<file path="src/rtl/reg_exec_unit.sv">
// reg_exec_unit: execute/writeback stage feeding a 4-entry register file.
// Define REG_EXEC_MUL_EN to build the iterative shift-add multiplier for op 101.
module reg_exec_unit #(
    parameter int unsigned W          = 9,
    parameter int unsigned MUL_CYCLES = 9
) (
    input  logic         clk,
    input  logic         rst,
    input  logic         instr_valid,
    output logic         instr_ready,
    input  logic [2:0]   instr_op,
    input  logic [1:0]   instr_rd,
    input  logic [1:0]   instr_rs,
    input  logic [1:0]   instr_rt,
    input  logic [W-1:0] instr_imm,
    output logic [1:0]   rd0_addr,
    output logic [1:0]   rd1_addr,
    input  logic [W-1:0] rd0_data,
    input  logic [W-1:0] rd1_data,
    output logic         wr_en,
    output logic [1:0]   wr_addr,
    output logic [W-1:0] wr_data,
    output logic         busy,
    output logic         done,
    output logic         flag_zero,
    output logic         flag_carry
);

    typedef enum logic [1:0] {S_IDLE, S_READ, S_EXEC, S_WB} state_t;
    typedef enum logic [2:0] {
        OP_ADD = 3'b000, OP_SUB = 3'b001, OP_AND = 3'b010, OP_OR  = 3'b011,
        OP_XOR = 3'b100, OP_MUL = 3'b101, OP_NOP = 3'b110, OP_LDI = 3'b111
    } op_t;

    if (MUL_CYCLES != W) begin : g_bad_cfg
        $error("reg_exec_unit: MUL_CYCLES must equal W");
    end

    state_t       state_q, state_d;
    op_t          op_q, op_d;
    logic [1:0]   rd_q, rd_d;
    logic [W-1:0] imm_q, imm_d;
    logic [1:0]   rd0_addr_q, rd0_addr_d, rd1_addr_q, rd1_addr_d;
    logic [W-1:0] a_q, a_d, b_q, b_d;
    logic         instr_ready_q, instr_ready_d, busy_q, busy_d, done_q, done_d;
    logic         wr_en_q, wr_en_d;
    logic [1:0]   wr_addr_q, wr_addr_d;
    logic [W-1:0] wr_data_q, wr_data_d;
    logic         flag_zero_q, flag_zero_d, flag_carry_q, flag_carry_d;

    logic [W:0]   sum_w;
    logic [W-1:0] exec_res;
    logic         exec_carry, exec_write, exec_last;

`ifdef REG_EXEC_MUL_EN
    localparam int unsigned CNT_W = $clog2(MUL_CYCLES);
    localparam logic [CNT_W-1:0] CNT_LAST = CNT_W'(MUL_CYCLES - 1);

    logic [2*W-1:0] mcand_q, mcand_d, prod_q, prod_d, prod_acc;
    logic [CNT_W-1:0] cnt_q, cnt_d;
`endif

    // Result of the current EXEC cycle; for MUL it is the running product.
    always_comb begin
        sum_w      = {1'b0, a_q} + {1'b0, b_q};
        exec_res   = '0;
        exec_carry = 1'b0;
        exec_write = 1'b1;
        exec_last  = 1'b1;
`ifdef REG_EXEC_MUL_EN
        prod_acc   = prod_q + (b_q[0] ? mcand_q : '0);
`endif
        case (op_q)
            OP_ADD: begin
                exec_res   = sum_w[W-1:0];
                exec_carry = sum_w[W];
            end
            OP_SUB: begin
                exec_res   = a_q - b_q;
                exec_carry = (a_q < b_q);
            end
            OP_AND: exec_res = a_q & b_q;
            OP_OR:  exec_res = a_q | b_q;
            OP_XOR: exec_res = a_q ^ b_q;
            OP_LDI: exec_res = imm_q;
`ifdef REG_EXEC_MUL_EN
            OP_MUL: begin
                exec_res   = prod_acc[W-1:0];
                exec_carry = |prod_acc[2*W-1:W];
                exec_last  = (cnt_q == CNT_LAST);
            end
`endif
            default: exec_write = 1'b0;
        endcase
    end

    always_comb begin
        state_d       = state_q;
        op_d          = op_q;
        rd_d          = rd_q;
        imm_d         = imm_q;
        rd0_addr_d    = rd0_addr_q;
        rd1_addr_d    = rd1_addr_q;
        a_d           = a_q;
        b_d           = b_q;
        instr_ready_d = instr_ready_q;
        busy_d        = busy_q;
        done_d        = 1'b0;
        wr_en_d       = 1'b0;
        wr_addr_d     = wr_addr_q;
        wr_data_d     = wr_data_q;
        flag_zero_d   = flag_zero_q;
        flag_carry_d  = flag_carry_q;
`ifdef REG_EXEC_MUL_EN
        mcand_d       = mcand_q;
        prod_d        = prod_q;
        cnt_d         = cnt_q;
`endif
        case (state_q)
            S_IDLE: begin
                if (instr_valid) begin
                    op_d          = op_t'(instr_op);
                    rd_d          = instr_rd;
                    imm_d         = instr_imm;
                    rd0_addr_d    = instr_rs;
                    rd1_addr_d    = instr_rt;
                    instr_ready_d = 1'b0;
                    busy_d        = 1'b1;
                    state_d       = S_READ;
                end
            end
            S_READ: begin
                a_d     = rd0_data;
                b_d     = rd1_data;
`ifdef REG_EXEC_MUL_EN
                mcand_d = {{W{1'b0}}, rd0_data};
                prod_d  = '0;
                cnt_d   = '0;
`endif
                state_d = S_EXEC;
            end
            S_EXEC: begin
`ifdef REG_EXEC_MUL_EN
                prod_d  = prod_acc;
                mcand_d = mcand_q << 1;
                b_d     = b_q >> 1;
                cnt_d   = cnt_q + CNT_W'(1);
`endif
                // Outputs are registered, so WB values are loaded on the last EXEC edge.
                if (exec_last) begin
                    done_d  = 1'b1;
                    state_d = S_WB;
                    if (exec_write) begin
                        wr_en_d      = 1'b1;
                        wr_addr_d    = rd_q;
                        wr_data_d    = exec_res;
                        flag_zero_d  = (exec_res == '0);
                        flag_carry_d = exec_carry;
                    end
                end
            end
            S_WB: begin
                instr_ready_d = 1'b1;
                busy_d        = 1'b0;
                state_d       = S_IDLE;
            end
            default: state_d = S_IDLE;
        endcase
    end

    always_ff @(posedge clk) begin
        if (!rst) begin
            state_q       <= S_IDLE;
            op_q          <= OP_NOP;
            rd_q          <= '0;
            imm_q         <= '0;
            rd0_addr_q    <= '0;
            rd1_addr_q    <= '0;
            a_q           <= '0;
            b_q           <= '0;
            instr_ready_q <= 1'b1;
            busy_q        <= 1'b0;
            done_q        <= 1'b0;
            wr_en_q       <= 1'b0;
            wr_addr_q     <= '0;
            wr_data_q     <= '0;
            flag_zero_q   <= 1'b0;
            flag_carry_q  <= 1'b0;
`ifdef REG_EXEC_MUL_EN
            mcand_q       <= '0;
            prod_q        <= '0;
            cnt_q         <= '0;
`endif
        end else begin
            state_q       <= state_d;
            op_q          <= op_d;
            rd_q          <= rd_d;
            imm_q         <= imm_d;
            rd0_addr_q    <= rd0_addr_d;
            rd1_addr_q    <= rd1_addr_d;
            a_q           <= a_d;
            b_q           <= b_d;
            instr_ready_q <= instr_ready_d;
            busy_q        <= busy_d;
            done_q        <= done_d;
            wr_en_q       <= wr_en_d;
            wr_addr_q     <= wr_addr_d;
            wr_data_q     <= wr_data_d;
            flag_zero_q   <= flag_zero_d;
            flag_carry_q  <= flag_carry_d;
`ifdef REG_EXEC_MUL_EN
            mcand_q       <= mcand_d;
            prod_q        <= prod_d;
            cnt_q         <= cnt_d;
`endif
        end
    end

    assign instr_ready = instr_ready_q;
    assign busy        = busy_q;
    assign done        = done_q;
    assign rd0_addr    = rd0_addr_q;
    assign rd1_addr    = rd1_addr_q;
    assign wr_en       = wr_en_q;
    assign wr_addr     = wr_addr_q;
    assign wr_data     = wr_data_q;
    assign flag_zero   = flag_zero_q;
    assign flag_carry  = flag_carry_q;

endmodule

</file>
<file path="config.mk">
export PLATFORM = sky130hd
export DESIGN_NAME = reg_exec_unit
export DESIGN_NICKNAME = d
export VERILOG_FILES = /design/src/rtl/reg_exec_unit.sv
export SDC_FILE = /design/constraint.sdc
export NUM_CORES = 1
export LEC_CHECK = 0
export ABC_AREA = 1
export CAP_MARGIN = 0
export CORE_MARGIN = 5
export CORE_UTILIZATION = 48
export DETAILED_ROUTE_END_ITERATION = 10
export HOLD_SLACK_MARGIN = 0.03
export PLACE_DENSITY = 0.73
export SLEW_MARGIN = 5
export SYNTH_ARGS = -nofsm -noshare
export SYNTH_HDL_FRONTEND = slang
export SYNTH_SLANG_ARGS = --single-unit
</file>
<file path="constraint.sdc">
create_clock -name clk -period 1.7 [get_ports clk]
set_input_delay 0.17 -clock clk [delete_from_list [all_inputs] [get_ports clk]]
set_output_delay 0.17 -clock clk [all_outputs]
set_load 0.03 [all_outputs]
</file>
==> results.md, run 1 <==
- Result of the run: complete, but fails checks
- Violations in the final reports: setup timing
- Total overflow reported by the global router: 0
- Worst slew margin relative to its limit: 0.776
- Setup TNS: -0.561 ns
- Total count of hold-check failures in the final report: 0
- Largest fanout of any net on the critical path: 3
- Total setup violations reported at the end of the flow: 6
- Worst setup skew after layout: between 0.01 and 0.015 ns
- Worst IR Drop VDD: ~1.1 mV
- Cell repeated most along the worst path: sky130_fd_sc_hd__nand3_1
- Worst skew pair latency: around 0.32 ns
- Final estimated routing congestion in global placement: between 0.9 and 1
- Power per cell area: 1760 mW/mm2
- Distinct cell type count after synthesis: 28
- Category of the most critical setup path: reg -> reg
- Largest net degree at the start of global routing: 37
- Post-detailed-placement cell area: approximately 0.0045 mm2
- Data required, critical path: just under 2 ns
- Count of H-tree levels built during CTS: 2
- Full die area: between 0.008 and 0.009 mm2
- Boundary Pins: 60
- First-iteration detailed-routing DRC count: roughly 210
- Leakage power figure: about 2.3 nW
- Measured slew at the worst slew-check pin: between 0.3 and 0.4 ns
- Unrepaired setup endpoints after global routing: true
- Post-route cell area: 0.00500 mm2
- Final net count: around 700
- Synth warn: 0
- Final HPWL DP: 7940 um
- Number of maximum-capacitance constraint violations: 0
- Area share of the largest cell type after synthesis: 0.330
- Gr usage total: 0.232
- Synthesized net count: 574
- Post-synthesis sequential area ratio: 0.330
- WL final: 10,000 um
- Post-synthesis instance area: 0.00334 mm2
- Number of hold buffers added after cts: 0
- Largest stage delay on the critical path: slightly below 0.4 ns
- Worst Setup End Kind: flop
- Horiz. Die Dim: 93.4 um
- Max Clk Rate: approximately 530 MHz
- Number of max-slew violations in the final report: 0
- Cell type of the slowest stage on the worst timing path: sky130_fd_sc_hd__dfxtp_4
- Cell at the root of the clock tree: sky130_fd_sc_hd__clkbuf_8
- Syn-to-layout area delta: 49.7%
- Antenna cell count: 0
- Data arrival time of the critical path: around 2.2 ns
- Syn_area_per_cell: around 6.7 um2
- Antenna violation net count after detailed routing: 0
- Tightest Hold Check Type: in -> reg
- Vias in the first global route: between 3,000 and 4,000
- Min setup slack post-route: -0.184 ns
- Number of vias per cell: slightly below 5
- DRC violation count after routing: 0
- Post-synth top area cell: sky130_fd_sc_hd__dfxtp_1
- Routed via count: 3,524
- Clock tree from TritonCTS: yes
- Total number of placement rows: 30
- Per-cell routed wire length: approximately 14 um
- Tightest hold margin: 0.432 ns
- Placeable Area: around 0.0068 mm2
- Placed instance count: just over 700
- Largest cells by area after synthesis: sky130_fd_sc_hd__dfxtp_1 33%, sky130_fd_sc_hd__ha_1 12%, sky130_fd_sc_hd__nand2_1 12%, sky130_fd_sc_hd__inv_1 7.6%, sky130_fd_sc_hd__o21ai_0 7.5%
- Number of buffers created by CTS: 5
- Count of buffers inserted at the top-level ports: 59
- Share of post-route cells with drive strength above 1: 0.299
- Setup Slack @ Placement: -0.265 ns
- Global-route wire length before repair: about 16,000 um
- Total iterations of the first detailed-routing run: 5
- Critical path cell sequence: ha_4 -> inv_2 -> fa_2 -> inv_2 -> nand2_2 -> nand2_2 -> nand3_1 -> nand2_1 -> nand2_1 -> nand3_1 -> nand3_2 -> nor2_2 -> nand3_1 -> a21oi_1
- Worst reg-to-reg setup slack: -0.18 ns
- Worst-case clock buffer depth: 2
- CP startpoint kind: flop
- Number of instances in the synthesized netlist: 501
- Clock transition at the registers of the reported paths: 0.12 ns
- Initial core utilization: 0.491
- Non-filler instance count after layout: a little over 700
- Y dimension of the die: 93.4 um
- CTS Sinks: 55
- Antenna violations before repair: 0
- Clock period minus final worst setup slack: around 1.9 ns
- Portion of the clock cycle consumed by the worst path in the final layout: 1.11
- Seq cells post-synth: between 50 and 60
[Yosys cell counts]
cell type	instances
sky130_fd_sc_hd__o2bb2ai_1	1
sky130_fd_sc_hd__buf_1	1
sky130_fd_sc_hd__buf_2	3
sky130_fd_sc_hd__o21bai_1	2
sky130_fd_sc_hd__dfxtp_1	55
sky130_fd_sc_hd__a21oi_1	41
sky130_fd_sc_hd__nand3b_1	1
sky130_fd_sc_hd__buf_4	2
sky130_fd_sc_hd__nor3_1	2
sky130_fd_sc_hd__or2_0	1
sky130_fd_sc_hd__fa_1	2
sky130_fd_sc_hd__nand2_2	1
sky130_fd_sc_hd__o21ai_1	2
sky130_fd_sc_hd__inv_1	68
sky130_fd_sc_hd__nand4_1	1
sky130_fd_sc_hd__clkbuf_1	12
sky130_fd_sc_hd__o22ai_1	8
sky130_fd_sc_hd__nor2_1	58
sky130_fd_sc_hd__and2_1	2
sky130_fd_sc_hd__ha_1	32
sky130_fd_sc_hd__nor2_2	2
sky130_fd_sc_hd__nand2_1	103
sky130_fd_sc_hd__o21ai_0	50
sky130_fd_sc_hd__o211ai_1	4
sky130_fd_sc_hd__inv_2	5
sky130_fd_sc_hd__clkinv_1	1
sky130_fd_sc_hd__nand3_1	40
sky130_fd_sc_hd__clkinv_2	1
[per-layer routing]
layer  wire [um]  up-vias  GRT usage
met5           0        -          0
met4         161        0     0.0562
met3         451       18     0.0290
met2        4750       91      0.393
met1        4670     1564      0.313
li1            -     1851          -
[worst max-delay path, delay by kind of cell (launching register included)]
family                   cells  cell delay, ns
flip-flops                   1            0.39
buffers and inverters        2            0.10
AO/OA/AOI/OAI                1            0.11
adder cells (fa/ha/maj)      2            0.49
AND/OR/NAND/NOR              9            0.72
[placed cells by master, fill, tap and decap left out, types with 3 or more instances in the layout]
cell type and instances:
sky130_fd_sc_hd__inv_1 51, sky130_fd_sc_hd__nand2_2 17, sky130_fd_sc_hd__nor2_1 49, sky130_fd_sc_hd__ha_1 20, sky130_fd_sc_hd__a21oi_2 7, sky130_fd_sc_hd__nand2_1 87, sky130_fd_sc_hd__buf_4 75, sky130_fd_sc_hd__a21oi_1 33
sky130_fd_sc_hd__ha_4 9, sky130_fd_sc_hd__o22ai_1 8, sky130_fd_sc_hd__nor2_4 4, sky130_fd_sc_hd__ha_2 3, sky130_fd_sc_hd__o211ai_1 4, sky130_fd_sc_hd__dfxtp_1 42, sky130_fd_sc_hd__o21ai_1 7, sky130_fd_sc_hd__dfxtp_2 12
sky130_fd_sc_hd__clkbuf_8 5, sky130_fd_sc_hd__nor2_2 7, sky130_fd_sc_hd__clkdlybuf4s50_1 59, sky130_fd_sc_hd__nand3_1 28, sky130_fd_sc_hd__o21ai_0 43, sky130_fd_sc_hd__nand3_2 11, sky130_fd_sc_hd__inv_2 21
[through the flow]
step                      power (mW)   util
final                           8.80  0.736
after global placement          6.84  0.668
after floorplan                 4.83      -
after CTS                       8.17  0.709
after global routing            9.48  0.736
after detailed placement        6.93  0.668
[worst paths after layout]
check	start	cells after the start	endpoint
setup / recovery	b_q[0]$_SDFFE_PN0N_	14	flag_zero$_SDFFE_PN0P_
setup reg to reg	b_q[0]$_SDFFE_PN0N_	14	flag_zero$_SDFFE_PN0P_
hold / removal	instr_op[2]	3	op_q[2]$_SDFFE_PN1P_
hold reg to reg	busy$_SDFFE_PN0P_	2	busy$_SDFFE_PN0P_
[timing repair]
action,CTS,global route
setup buffers,2,4
resized for setup,49,51
pin swaps,20,22
endpoints found under the hold margin,0,0
endpoints found under the setup margin,9,10
[cell type report]
type	count	area, um2
fill	542	1800
multi-input combinational	353	2210
timing repair buffer	135	1160
clock inverter	3	23.8
tap	96	120
sequential	55	1120
clock buffer	5	68.8
inverter	75	285
[report_power, final]
part	leakage, nW	total, mW	switching [mW]	internal, mW
Combinational	1.83	6.00	3.34	2.66
Clock	0.0495	0.793	0.490	0.303
Sequential	0.457	2.01	0.269	1.74
[cells by family (layout without fill, tap and decap cells)]
logic type | count (synthesis) | count (layout) | share of synthesized area
fa+ha+maj | 34 | 34 | 0.132
flops | 55 | 55 | 0.330
simple gates | 211 | 211 | 0.259
buf+inv | 93 | 218 | 0.108
compound gates | 108 | 108 | 0.171
[state kept, by name (all words and copies together), names as in the netlist]
register and count:
flag_carry 1, imm_q 9, op_q 3, instr_ready 1
state_q 2, wr_addr 2, busy 1, flag_zero 1
rd0_addr 2, wr_data 9, wr_en 1, rd_q 2
done 1, b_q 9, a_q 9, rd1_addr 2
Power figures use the tool's default switching activity.
==> run 2: changes to the inputs <==
- SETUP_SLACK_MARGIN: not set -> 0.1
==> results.md, run 2 (synthesis gave the netlist of run 1 again) <==
- Result of the run: complete, but fails checks
- Violations in the final reports: setup timing
- Full die area: 0.00872 mm2 (unchanged)
- Commonest cells after routing, fill and taps aside: 85 x sky130_fd_sc_hd__nand2_1, 71 x sky130_fd_sc_hd__buf_4, 59 x sky130_fd_sc_hd__clkdlybuf4s50_1
- Placed instance count: 703 (-0.71%)
- Data arrival time of the critical path: 2.21 ns (+0.06 ns)
- Gr usage total: 0.228 (-0.00440)
- Final HPWL DP: 7750 um (-2.3%)
- Syn-to-layout area delta: 50.4%
- Antenna violation net count after detailed routing: 0 (unchanged)
- Data required, critical path: 1.96 ns (about the same)
- Final estimated routing congestion in global placement: 0.877 (-3.7%)
- Total iterations of the first detailed-routing run: 5 (unchanged)
- DRC violation count after routing: 0 (unchanged)
- Number of hold buffers added after cts: 0 (unchanged)
- Count of buffers inserted at the top-level ports: 59 (unchanged)
- Total setup violations reported at the end of the flow: 7 (+1)
- Leakage power figure: 2.35 nW (+0.70%)
- Category of the most critical setup path: reg -> reg
- Count of H-tree levels built during CTS: 2 (unchanged)
- Unrepaired setup endpoints after global routing: true
- Internal power consumption: 4.70 mW (-0.24%)
- CP startpoint kind: flop
- WL final: 9930 um (-1.1%)
- Tightest hold margin: 0.439 ns (+0.00740 ns)
- Vias in the first global route: 3,360 (-0.56%)
- Number of maximum-capacitance constraint violations: 0 (unchanged)
- Number of vias per cell: 4.98 (+2.1%)
- Initial core utilization: 0.491 (unchanged)
- Worst IR Drop VDD: 1.15 mV (+7.5%)
- Worst skew pair latency: 0.32 ns (about the same)
- Clock transition at the registers of the reported paths: 0.12 ns (about the same)
- Clock tree from TritonCTS: yes
- Share of post-route cells with drive strength above 1: 0.304 (+0.00577)
- Largest net degree at the start of global routing: 52 (+41%)
- Fill cell total of the finished layout: 548 (+1.1%)
- Switching share of total power: 0.467 (+0.00171)
- Final core utilization: 0.739 (+0.00332)
- Portion of the clock cycle consumed by the worst path in the final layout: 1.15 (+0.0381)
- Clock network power share: 0.091 (about the same)
- Antenna cell count: 0 (unchanged)
- Max Clk Rate: 513 MHz (-3.3%)
- Min setup slack post-route: -0.249 ns (-0.0648 ns)
- CTS Sinks: 55 (unchanged)
- Largest fanout of any net on the critical path: 3 (unchanged)
- Placeable Area: 0.00679 mm2 (unchanged)
- Setup TNS: -0.652 ns (-0.0910 ns)
- Measured slew at the worst slew-check pin: 0.325 ns (-0.00949 ns)
- Final net count: 696 (-0.29%)
- Final Total Pwr: 8.81 mW (about the same)
- Non-filler instance count after layout: 720 (-0.28%)
- Total number of placement rows: 30 (unchanged)
- Boundary Pins: 60 (unchanged)
- Worst setup skew after layout: 0.00985 ns (-0.00377 ns)
- Y dimension of the die: 93.4 um (unchanged)
- Total count of hold-check failures in the final report: 0 (unchanged)
- Global-route wire length before repair: 15,900 um (-1.2%)
- Total overflow reported by the global router: 0 (unchanged)
- Number of max-slew violations in the final report: 0 (unchanged)
- Tightest Hold Check Type: in -> reg
- Per-cell routed wire length: 13.8 um (-0.82%)
- Worst slew margin relative to its limit: 0.783 (+0.00635)
- Power per cell area: 1750 mW/mm2 (-0.37%)
- Psw: 4.11 mW (+0.44%)
- Clock period minus final worst setup slack: 1.95 ns (+0.0648 ns)
- Number of buffers created by CTS: 5 (unchanged)
- First-iteration detailed-routing DRC count: 239 (+13%)
- Worst Setup End Kind: flop
- Cell at the root of the clock tree: sky130_fd_sc_hd__clkbuf_8
- Horiz. Die Dim: 93.4 um (unchanged)
- Most common library cell in the layout ignoring fill and taps: sky130_fd_sc_hd__nand2_1
- Proportion of power drawn by flip-flops and latches: 0.229 (about the same)
- Antenna violations before repair: 0 (unchanged)
- Routed via count: 3,589 (+1.8%)
- Worst-case clock buffer depth: 2 (unchanged)
- Combinational cell fraction of total power: 0.680 (about the same)
run 2: area by class of cell:
type / instances / area [um2] / share of cell area
clock buffer: 5 / 68.8 / 0.0137
clock inverter: 3 / 23.8 / 0.00474
inverter: 75 / 293 / 0.0583
multi-input combinational: 353 / 2230 / 0.444
sequential: 55 / 1120 / 0.223
tap: 96 / 120 / 0.0239
timing repair buffer: 133 / 1170 / 0.232
run 2: power groups by stage:
stage                     clock, mW  combinational [mW]  sequential (mW)
after detailed placement          0                5.05             2.02
after CTS                     0.807                5.30             1.99
after floorplan                   0                2.83             2.24
after global placement            0                4.95             1.99
final                         0.801                5.99             2.02
after global routing          0.850                6.55             2.09
run 2: final timing paths:
kind | start | endpoint | slack, ns | cells past startpoint
setup reg to reg | a_q[0]$_SDFFE_PN0N_ | flag_zero$_SDFFE_PN0P_ | -0.25 | 15
hold reg to reg | busy$_SDFFE_PN0P_ | busy$_SDFFE_PN0P_ | 0.47 | 2
hold / removal | instr_op[2] | op_q[2]$_SDFFE_PN1P_ | 0.44 | 3
setup / recovery | a_q[0]$_SDFFE_PN0N_ | flag_zero$_SDFFE_PN0P_ | -0.25 | 15
run 2: worst max-delay path: stages, from the launching register on:
cell                      delay (ns)
sky130_fd_sc_hd__dfxtp_2        0.35
sky130_fd_sc_hd__inv_2          0.07
sky130_fd_sc_hd__ha_4           0.12
sky130_fd_sc_hd__inv_2          0.04
sky130_fd_sc_hd__fa_2           0.37
sky130_fd_sc_hd__inv_2          0.07
sky130_fd_sc_hd__nand2_1        0.07
sky130_fd_sc_hd__nand2_1        0.07
sky130_fd_sc_hd__nor2_1         0.05
sky130_fd_sc_hd__nor2_1         0.11
sky130_fd_sc_hd__nand2_1        0.08
sky130_fd_sc_hd__nor2_1         0.11
sky130_fd_sc_hd__nand3_1        0.09
sky130_fd_sc_hd__nor2_2         0.10
sky130_fd_sc_hd__nand3_1        0.06
sky130_fd_sc_hd__a21oi_1        0.13
run 2: metal layers:
| metal | vias to the layer above | global-route usage | wire, um | part of all wire |
|---|---|---|---|---|
| li1 | 1845 | - | - | - |
| met1 | 1630 | 0.309 | 4560 | 0.46 |
| met2 | 98 | 0.373 | 4740 | 0.48 |
| met3 | 16 | 0.0298 | 434 | 0.044 |
| met4 | 0 | 0.0757 | 189 | 0.019 |
| met5 | - | 0 | 0 | 0 |
run 2: metrics by stage:
step	instance area (um2)	setup WS, ns
final	5020	-0.249
after detailed placement	4580	-0.198
after floorplan	3470	-0.0285
after CTS	4760	-0.156
after global placement	4580	-0.194
after global routing	5020	-0.371
run 2: repair_timing:
| action | in CTS | in global routing |
|---|---|---|
| setup buffers | 1 | 8 |
| pin swaps | 18 | 35 |
| endpoints found under the hold margin | 0 | 0 |
| endpoints found under the setup margin | 10 | 12 |
| cloned | 0 | 0 |
| resized for setup | 25 | 64 |
==> run 3: changes to the inputs <==
- CORE_UTILIZATION: 48 -> 38
- CTS_CLUSTER_SIZE: not set -> 30
- PLACE_DENSITY: 0.73 -> 0.57
- clock period: 1.7 -> 2.52 ns (I/O delays scaled with it)
==> results.md, run 3 (synthesis gave the netlist of run 1 again) <==
- Result of the run: finished, final reports clean
- Hold Crit Depth: 2 (-1)
- Boundary Pins: 60 (unchanged)
- Final estimated routing congestion in global placement: 0.943 (+7.6%)
- Met2 capacity usage during global routing: 0.279 (-0.0937)
- R2R depth: 14 (-1)
- Total iterations of the first detailed-routing run: 4 (-1)
- Hold path startpoint: busy$_SDFFE_PN0P_
- Worst Setup End Kind: flop
- Most common library cell in the layout ignoring fill and taps: sky130_fd_sc_hd__nand2_1
- Antenna cell count: 0 (unchanged)
- Horiz. Die Dim: 104 um (+11%)
- Cell at the root of the clock tree: sky130_fd_sc_hd__clkbuf_8
- Final net count: 625 (-10%)
- WL final: 9440 um (-4.9%)
- Category of the most critical setup path: reg -> reg
- Leakage power figure: 1.93 nW (-18%)
- Clock period minus final worst setup slack: 2.16 ns (+0.210 ns)
- Routing usage on met3: 0.0274 (-0.00240)
- Unrepaired setup endpoints after global routing: false
- Global routing met1 resource utilization: 0.246 (-0.0624)
- Syn-to-layout area delta: 23.4%
- Hold worst-path end: busy$_SDFFE_PN0P_
- Commonest cells after routing, fill and taps aside: 103 x sky130_fd_sc_hd__nand2_1, 68 x sky130_fd_sc_hd__inv_1, 59 x sky130_fd_sc_hd__clkdlybuf4s50_1
- Antenna violations before repair: 0 (unchanged)
- Global-route wire length before repair: 15,600 um (-2.2%)
- Post-CTS Resized: 0 (-100%)
- Total overflow reported by the global router: 0 (unchanged)
- Largest net degree at the start of global routing: 52 (unchanged)
- Clock tree from TritonCTS: yes
- Measured slew at the worst slew-check pin: 0.513 ns (+0.188 ns)
- Full die area: 0.0108 mm2 (+23%)
- Total number of placement rows: 34 (+13%)
- Cell type of the slowest stage on the worst timing path: sky130_fd_sc_hd__fa_1
- Count of buffers inserted at the top-level ports: 59 (unchanged)
- Y dimension of the die: 104 um (+11%)
- Count of H-tree levels built during CTS: 2 (unchanged)
- Portion of the clock cycle consumed by the worst path in the final layout: 0.857 (-0.289)
- Largest stage delay on the critical path: 0.40 ns (+0.03 ns)
- Post-detailed-placement cell area: 0.00401 mm2 (-13%)
- Worst setup skew after layout: 0.0115 ns (+0.00165 ns)
- Placeable Area: 0.00864 mm2 (+27%)
- Critical R2R Launch: b_q[0]$_SDFFE_PN0N_
- Number of vias per cell: 4.93 (-1.0%)
- Number of buffers created by CTS: 5 (unchanged)
- Worst skew pair latency: 0.32 ns (about the same)
- CP startpoint kind: flop
- Antenna violation net count after detailed routing: 0 (unchanged)
- Data arrival time of the critical path: 2.42 ns (+0.21 ns)
- Critical path cell sequence: ha_1 -> inv_1 -> fa_1 -> inv_1 -> nand2_1 -> nand2_1 -> nand3b_1 -> nand2_1 -> nand2_1 -> nand3_1 -> nand3_1 -> nor2_1 -> nand3_1 -> a21oi_1
- Post-route cell area: 0.00412 mm2 (-18%)
- Worst slew margin relative to its limit: 0.658 (-0.125)
- Per-cell routed wire length: 14.3 um (+3.5%)
- Worst-case clock buffer depth: 2 (unchanged)
- Worst reg-to-reg setup slack: 0.36 ns (+0.61 ns)
- Setup TNS: 0 ns (+0.652 ns)
- Tightest Hold Check Type: reg -> reg
- Power per cell area: 1120 mW/mm2 (-36%)
- Number of hold buffers added after cts: 0 (unchanged)
- Data required, critical path: 2.78 ns (+0.82 ns)
- Share of post-route cells with drive strength above 1: 0.0344 (-0.270)
- Total setup violations reported at the end of the flow: 0 (-7)
- Vias in the first global route: 3,072 (-8.6%)
- Routed via count: 3,262 (-9.1%)
- Final HPWL DP: 7610 um (-1.9%)
- Gr usage total: 0.173 (-0.0545)
- Initial core utilization: 0.387 (-0.105)
- CTS Sinks: 55 (unchanged)
- Clock transition at the registers of the reported paths: 0.11 ns (about the same)
- Number of max-slew violations in the final report: 0 (unchanged)
- Number of maximum-capacitance constraint violations: 0 (unchanged)
- Routing layer with the top usage in global route: met2
- Total count of hold-check failures in the final report: 0 (unchanged)
- Endpoint of the most critical register-to-register path: flag_zero$_SDFFE_PN0P_
- Max Clk Rate: 463 MHz (-9.7%)
- Largest fanout of any net on the critical path: 3 (unchanged)
- First-iteration detailed-routing DRC count: 210 (-12%)
- DRC violation count after routing: 0 (unchanged)
- Post-CTS Setup Inserts: 0 (-1)
- Worst IR Drop VDD: 0.439 mV (-62%)
- Cell repeated most along the worst path: sky130_fd_sc_hd__nand2_1
run 3: cell count changes in the layout (fill, tap and decap cells not counted), moves of 13 or more:
| cell | change |
|---|---|
| sky130_fd_sc_hd__nand2_1 | +18 |
| sky130_fd_sc_hd__buf_4 | -68 |
| sky130_fd_sc_hd__inv_2 | -16 |
| sky130_fd_sc_hd__dfxtp_2 | -13 |
| sky130_fd_sc_hd__inv_1 | +20 |
| sky130_fd_sc_hd__nand3_1 | +15 |
| sky130_fd_sc_hd__dfxtp_1 | +14 |
| sky130_fd_sc_hd__nand2_2 | -16 |
| sky130_fd_sc_hd__nand3_2 | -13 |
run 3: worst max-delay path: cells and delay by family, from the launching register on:
kind,cells,cell delay (ns)
AND/OR/NAND/NOR,9,0.86
adder cells (fa/ha/maj),2,0.62
flip-flops,1,0.36
buffers and inverters,2,0.15
AO/OA/AOI/OAI,1,0.11
run 3: how the worst max path moves through the flow:
stage                        start                      to  slack [ns]
2_1_floorplan  a_q[3]$_SDFFE_PN0N_  flag_zero$_SDFFE_PN0P_        0.75
3_3_place_gp   a_q[0]$_SDFFE_PN0N_  flag_zero$_SDFFE_PN0P_        0.35
3_5_place_dp   a_q[0]$_SDFFE_PN0N_  flag_zero$_SDFFE_PN0P_        0.38
4_1_cts        b_q[0]$_SDFFE_PN0N_  flag_zero$_SDFFE_PN0P_        0.34
5_1_grt        a_q[3]$_SDFFE_PN0N_  flag_zero$_SDFFE_PN0P_        0.11
6_report       b_q[0]$_SDFFE_PN0N_  flag_zero$_SDFFE_PN0P_        0.36
run 3: cell type report:
type,instances,area [um2]
Fill cell,902,4520
Multi-Input combinational cell,353,1880
Sequential cell,55,1100
Timing Repair Buffer,62,613
Inverter,75,283
Tap cell,108,135
Clock buffer,6,72.6
Clock inverter,2,38.8
run 3: through the flow:
step | std cells | setup WS (ns) | hold slack, ns | util | total power [mW]
after floorplan | 501 | 0.747 | 0.382 | - | 3.21
after global placement | 653 | 0.352 | 0.450 | 0.464 | 4.04
after detailed placement | 653 | 0.380 | 0.461 | 0.464 | 4.02
after CTS | 661 | 0.340 | 0.476 | 0.477 | 4.65
after global routing | 661 | 0.114 | 0.504 | 0.477 | 5.06
final | 661 | 0.361 | 0.469 | 0.477 | 4.62
run 3: where the power goes:
part | internal, mW | switching, mW
clock | 0.301 | 0.316
sequential | 1.16 | 0.186
combinational | 0.923 | 1.74
total | 2.38 | 2.24
run 3: routing by layer:
metal  wire length [um]  vias up
li1                   -     1702
met1               4500     1461
met2               4340       93
met3                517        6
met4                 77        0
met5                  0        -
